## src/rtl/armleocpu_fetch_responder.sv

```systemverilog
// Responder side of the fetch cache interface: a direct-mapped,
// one-word-per-line instruction buffer refilled over a req/ack bus.
module armleocpu_fetch_responder #(
    parameter int LINES = 16
) (
    input  logic        clk,
    input  logic        rst_n,
    input  logic [3:0]  c_cmd,
    input  logic [31:0] c_address,
    output logic [3:0]  c_response,
    output logic        c_reset_done,
    output logic [31:0] c_load_data,
    output logic        m_req,
    output logic [31:0] m_addr,
    input  logic        m_ack,
    input  logic        m_err,
    input  logic [31:0] m_rdata
);

    localparam int IDX_W = $clog2(LINES);
    localparam int TAG_W = 30 - IDX_W;

    localparam logic [3:0] CACHE_CMD_EXECUTE   = 4'd1;
    localparam logic [3:0] CACHE_CMD_FLUSH_ALL = 4'd4;

    localparam logic [3:0] CACHE_RESPONSE_IDLE        = 4'd0;
    localparam logic [3:0] CACHE_RESPONSE_WAIT        = 4'd1;
    localparam logic [3:0] CACHE_RESPONSE_DONE        = 4'd2;
    localparam logic [3:0] CACHE_RESPONSE_ACCESSFAULT = 4'd3;
    localparam logic [3:0] CACHE_RESPONSE_MISSALIGNED = 4'd5;

    typedef enum logic [2:0] {
        INIT, IDLE, LOOKUP, REFILL, RESP, FLUSH
    } state_t;

    state_t             state;
    logic [IDX_W-1:0]   cnt;
    logic [29:0]        addr_l;
    logic [3:0]         resp_r;
    logic [31:0]        data_r;

    logic [LINES-1:0]   valid;
    logic [TAG_W-1:0]   tags  [LINES];
    logic [31:0]        words [LINES];

    logic [IDX_W-1:0]   idx_l;
    logic [TAG_W-1:0]   tag_l;
    logic               hit;
    logic               accept;
    logic               last;
    logic               misal;

    assign idx_l = addr_l[IDX_W-1:0];
    assign tag_l = addr_l[29:IDX_W];
    assign hit   = valid[idx_l] && (tags[idx_l] == tag_l);
    assign last  = (cnt == IDX_W'(LINES - 1));
    assign misal = |c_address[1:0];

    always_comb begin
        c_response  = CACHE_RESPONSE_IDLE;
        c_load_data = data_r;
        unique case (state)
            INIT, IDLE: c_response = CACHE_RESPONSE_IDLE;
            LOOKUP: begin
                if (hit) begin
                    c_response  = CACHE_RESPONSE_DONE;
                    c_load_data = words[idx_l];
                end else begin
                    c_response  = CACHE_RESPONSE_WAIT;
                end
            end
            REFILL, FLUSH: c_response = CACHE_RESPONSE_WAIT;
            RESP: c_response = resp_r;
            default: c_response = CACHE_RESPONSE_IDLE;
        endcase
    end

    // Any terminal response frees the responder, so a new command
    // can be taken in the same cycle a result is delivered.
    assign accept = (state == IDLE)
        || (c_response == CACHE_RESPONSE_DONE)
        || (c_response == CACHE_RESPONSE_MISSALIGNED)
        || (c_response == CACHE_RESPONSE_ACCESSFAULT);

    always_ff @(posedge clk or negedge rst_n) begin
        if (!rst_n) begin
            state        <= INIT;
            cnt          <= '0;
            c_reset_done <= 1'b0;
            addr_l       <= '0;
            resp_r       <= CACHE_RESPONSE_IDLE;
            data_r       <= '0;
            m_req        <= 1'b0;
            m_addr       <= '0;
        end else if (state == INIT) begin
            cnt <= cnt + 1'b1;
            if (last) begin
                state        <= IDLE;
                c_reset_done <= 1'b1;
            end
        end else if (accept) begin
            unique case (1'b1)
                (c_cmd == CACHE_CMD_EXECUTE) && misal: begin
                    state  <= RESP;
                    resp_r <= CACHE_RESPONSE_MISSALIGNED;
                end
                (c_cmd == CACHE_CMD_EXECUTE) && !misal: begin
                    addr_l <= c_address[31:2];
                    state  <= LOOKUP;
                end
                (c_cmd == CACHE_CMD_FLUSH_ALL): begin
                    cnt   <= '0;
                    state <= FLUSH;
                end
                default: state <= IDLE;
            endcase
        end else begin
            unique case (state)
                LOOKUP: begin
                    m_req  <= 1'b1;
                    m_addr <= {addr_l, 2'b00};
                    state  <= REFILL;
                end
                REFILL: begin
                    if (m_ack) begin
                        m_req <= 1'b0;
                        state <= RESP;
                        if (m_err) begin
                            resp_r <= CACHE_RESPONSE_ACCESSFAULT;
                        end else begin
                            resp_r <= CACHE_RESPONSE_DONE;
                            data_r <= m_rdata;
                        end
                    end
                end
                FLUSH: begin
                    cnt <= cnt + 1'b1;
                    if (last) begin
                        state  <= RESP;
                        resp_r <= CACHE_RESPONSE_DONE;
                    end
                end
                default: state <= state;
            endcase
        end
    end

    // Line storage has no reset; INIT sweeps the valid bits instead.
    always_ff @(posedge clk) begin
        if (state == INIT || state == FLUSH) begin
            valid[cnt] <= 1'b0;
        end
        if (state == REFILL && m_ack && !m_err) begin
            valid[idx_l] <= 1'b1;
            tags[idx_l]  <= tag_l;
            words[idx_l] <= m_rdata;
        end
    end

endmodule

```

## config.mk

```make
export PLATFORM = sky130hd
export DESIGN_NAME = armleocpu_fetch_responder
export DESIGN_NICKNAME = d
export VERILOG_FILES = /design/src/rtl/armleocpu_fetch_responder.sv
export SDC_FILE = /design/constraint.sdc
export NUM_CORES = 1
export LEC_CHECK = 0
export CAP_MARGIN = 20
export CORE_ASPECT_RATIO = 1.1
export CORE_UTILIZATION = 55
export DETAILED_ROUTE_END_ITERATION = 8
export PLACE_DENSITY = 0.84
export SLEW_MARGIN = 25
export SYNTH_ARGS = -nofsm -noshare
export SYNTH_HDL_FRONTEND = slang
export SYNTH_SLANG_ARGS = --single-unit
```

## constraint.sdc

```tcl
create_clock -name clk -period 4.62 [get_ports clk]
set_input_delay 0.924 -clock clk [delete_from_list [all_inputs] [get_ports clk]]
set_output_delay 0.924 -clock clk [all_outputs]
set_load 0.03 [all_outputs]
```

==> results.ini <==
[routing]
postRouteWirelength_microns = 113200
drt-initial-drc-count = 3317
postRouteAntennaNets = 0
drt_pre_antenna_iters = 8
post_drt_wl_per_cell_microns = 32.37
drc = 0
vias = 23740
vias_per_cell = 6.789

[sta]
min_period_over_period = 1.147
layout_min_cycle_time_ns = 5.298
setup_viol = 34
max_freq_ghz = 0.1888
skew_ns = 0.05183
slew_violations = 0
worstMarginPinSlew_ns = 1.027
rsz0062_at_grt = true
relSlewSlack = 0.3156
tns_ns = -21.90
setup_ws_ns = -0.6777
finalHoldViolCount = 0

[clock_tree]
hold_buffers = 0
clk_latency_ns = 0.68
numCtsBuffers = 98
cts-root-buf = clkbuf_16
cts_tree = built
clk_pin_slew_ns = 0.07
cts_sinks = 1048
cts.path.max_buffers = 3
htreeDepth = 3

[placed_design]
place_area_sq_um = 45400
io_buffers = 138
gp_congestion = 0.8953
place_hpwl_microns = 55310

[critical_path]
crit_buf_inv = 5
arrival_ns = 4.37
worstRegToRegCells = 16
critPathLaunch = addr_l[1]$_DFFE_PN0P_
cpLargestDelayFamily = simple AND/OR/NAND/NOR gates
slowest_delay_ns = 0.48
rr_startpoint = addr_l[1]$_DFFE_PN0P_
worstPathRequired_ns = 3.70
start_kind = register
crit_cells = 14
path_cells = buf_12 > buf_12 > mux2_2 > o22a_1 > a21o_1 > a221oi_2 > buf_4 > o22ai_2 > nor4_4 > nand3b_4 > or2_4 > buf_12 > mux2_4 > buf_6
worstPathMaxFanout = 6
cp_slowest_cell = dfrtp_4
rr_endpoint = addr_l[2]$_DFFE_PN0P_
setup.worst_path.class = register to primary output
r2r_slack_ns = 0.16
critPathCapture = c_load_data[22]
endpoint_kind = primary output
crit_top_cell = buf_12

[pwr]
power.total_mw = 22.59
power.leakage_nw = 16.37
peakVddDrop_mv = 0.3991
power_density_nw_per_um2 = 453.3

[logic_synthesis]
postSynthCellCount = 2120
ys_types = 71
synth-edff-count = 928
avgSynthCellArea_sq_um = 19.87
synth-main-ff-cell = edfxtp_1
synth.cell_area_sq_um = 42130
ys_seq_elements = 1048
ys_warn_count = 0
yosysSeqAreaShare = 0.7308
ys_async_sr_fraction = 0.09924

[run_status]
violations = negative setup slack
status = complete, but fails checks

[floorplan]
ioPinCount = 142
core_sq_um = 75860
start_util = 0.5553
die_height_microns = 292.3
fp-row-count = 106
die_w_microns = 265.9
dieArea_sq_um = 77710

[grt]
grtUsageMet3 = 0.06078
grt_max_degree = 76
antenna_found_initial = 2
use_met2 = 0.4777
grt_pass1_vias = 23910
grt_first_pass_wirelength_microns = 162300
busiest_layer = met2
grt_overflow = 0
met1_usage = 0.3809
grtUsageTotal = 0.2910

[layout]
antenna_cells = 0
final.fill_count = 4634
nNetsFinal = 2463
synthToLayoutAreaGrowth_pct = 18.29
final_area_sq_um = 49830
drive_above_1_share = 0.3142
fin_util = 0.6569

[job]
maxCapViolCount = 0

[worst_hold_path]
hold_path.class = input port to asynchronous set/reset pin

==> flip-flops by register name, summed over array words and instances, names as in the netlist <==
signal and flops:
words 512, tags 416, data_r 32, addr_l 30, m_addr 30, valid 16
cnt 4, resp_r 3, state 3, c_reset_done 1, m_req 1
==> area by class of cell <==
class                      count  area (sq um)  area share
timing repair buffer         296          3261     0.06543
multi-input combinational    932         10920      0.2191
inverter                      11         42.54   0.0008537
clock buffer                 130          2764     0.05546
clock inverter                53         762.0     0.01529
tap                         1026          1284     0.02576
sequential                  1048         30800      0.6181
==> metrics by stage <==
stage	worst slack (ns)	hold WS, ns	instances
final	-0.6777	0.3733	3496
after CTS	-0.5737	0.4007	3480
after global routing	-0.7905	0.4512	3496
after floorplan	-0.1120	0.4375	2122
after global placement	0.1160	0.4566	3274
after detailed placement	-0.08559	0.4727	3274
==> logic make-up (layout without fill, tap and decap cells) <==
| group | count (synthesis) | after routing | synth area share |
|---|---|---|---|
| compound gates | 216 | 216 | 0.03306 |
| xor+xnor | 31 | 31 | 0.006445 |
| mux | 437 | 437 | 0.1834 |
| flops | 1048 | 1048 | 0.7308 |
| other cells | 1 | 3 | 0.00008901 |
| simple gates | 241 | 241 | 0.02691 |
| fa+ha+maj | 4 | 4 | 0.001188 |
| buf+inv | 142 | 490 | 0.01809 |
==> worst min-delay path by stage <==
stage	to	slack [ns]	depth (start not counted)
floorplan	valid[12]$_DFF_P_	0.44	2
global placement	valid[10]$_DFF_P_	0.46	2
detailed placement	valid[0]$_DFF_P_	0.47	2
CTS	m_addr[12]$_DFFE_PN0P_	0.40	1
global route	m_addr[12]$_DFFE_PN0P_	0.45	1
finish	m_addr[12]$_DFFE_PN0P_	0.37	1
==> synth_stat cells (14+ instances only) <==
master,instances,area share
a21oi_1,14,0.0017
mux4_2,242,0.13
nand2_1,124,0.011
nor2_1,33,0.0029
clkbuf_1,58,0.0052
mux2i_1,86,0.020
o21ai_0,74,0.0088
xnor2_1,22,0.0046
edfxtp_1,928,0.66
dfrtp_1,104,0.062
a41oi_1,31,0.0064
mux2_2,74,0.020
dfxtp_1,16,0.0076
o21ai_1,30,0.0036
mux2_4,30,0.011
buf_2,36,0.0043
nand3_1,16,0.0019
==> cell usage in the layout (no fill, tap or decap), types with 5 or more instances in the layout <==
cell	count
a21o_1	5
a21oi_1	13
a22o_1	7
a22oi_1	8
a41oi_1	31
buf_12	35
buf_16	7
buf_4	111
buf_6	36
bufinv_16	15
clkbuf_1	11
clkbuf_16	100
clkbuf_8	18
clkdlybuf4s50_1	103
clkinv_1	5
clkinv_2	22
dfrtp_1	100
dfxtp_1	16
edfxtp_1	928
inv_1	8
mux2_2	74
mux2_4	30
mux2i_1	79
mux4_1	5
mux4_2	242
nand2_1	122
nand2b_1	10
nand3_1	15
nor2_1	14
nor2_4	17
nor2b_1	8
nor3_1	9
o21ai_0	74
o21ai_1	30
o22ai_1	8
or2_2	5
xnor2_1	19
xor2_1	9
==> per-layer routing <==
metal | share of wire | wire, microns
met1 | 0.35 | 39900
met2 | 0.50 | 56290
met3 | 0.11 | 12350
met4 | 0.040 | 4578
met5 | 0.00042 | 48
==> worst reg2reg max path, delay by kind of cell, from the launching register on <==
kind / cells / cell delay (ns)
compound gates: 3 / 1.30
buf+inv: 7 / 1.14
simple gates: 4 / 0.67
mux: 1 / 0.55
flops: 1 / 0.48
xor+xnor: 1 / 0.15
==> power breakdown <==
group	internal [mW]	switching [mW]	total [mW]
sequential	10.6	0.285	10.9
combinational	1.25	1.63	2.88
clock	5.10	3.70	8.79
==> repair_timing <==
action                     in CTS  in global routing
setup endpoints to repair      34                 34
buffers inserted               17                 16
gates cloned                    6                  2
resized for setup              73                 22
pin swaps                       8                 13
No activity file was read; power rests on OpenSTA's default activity.
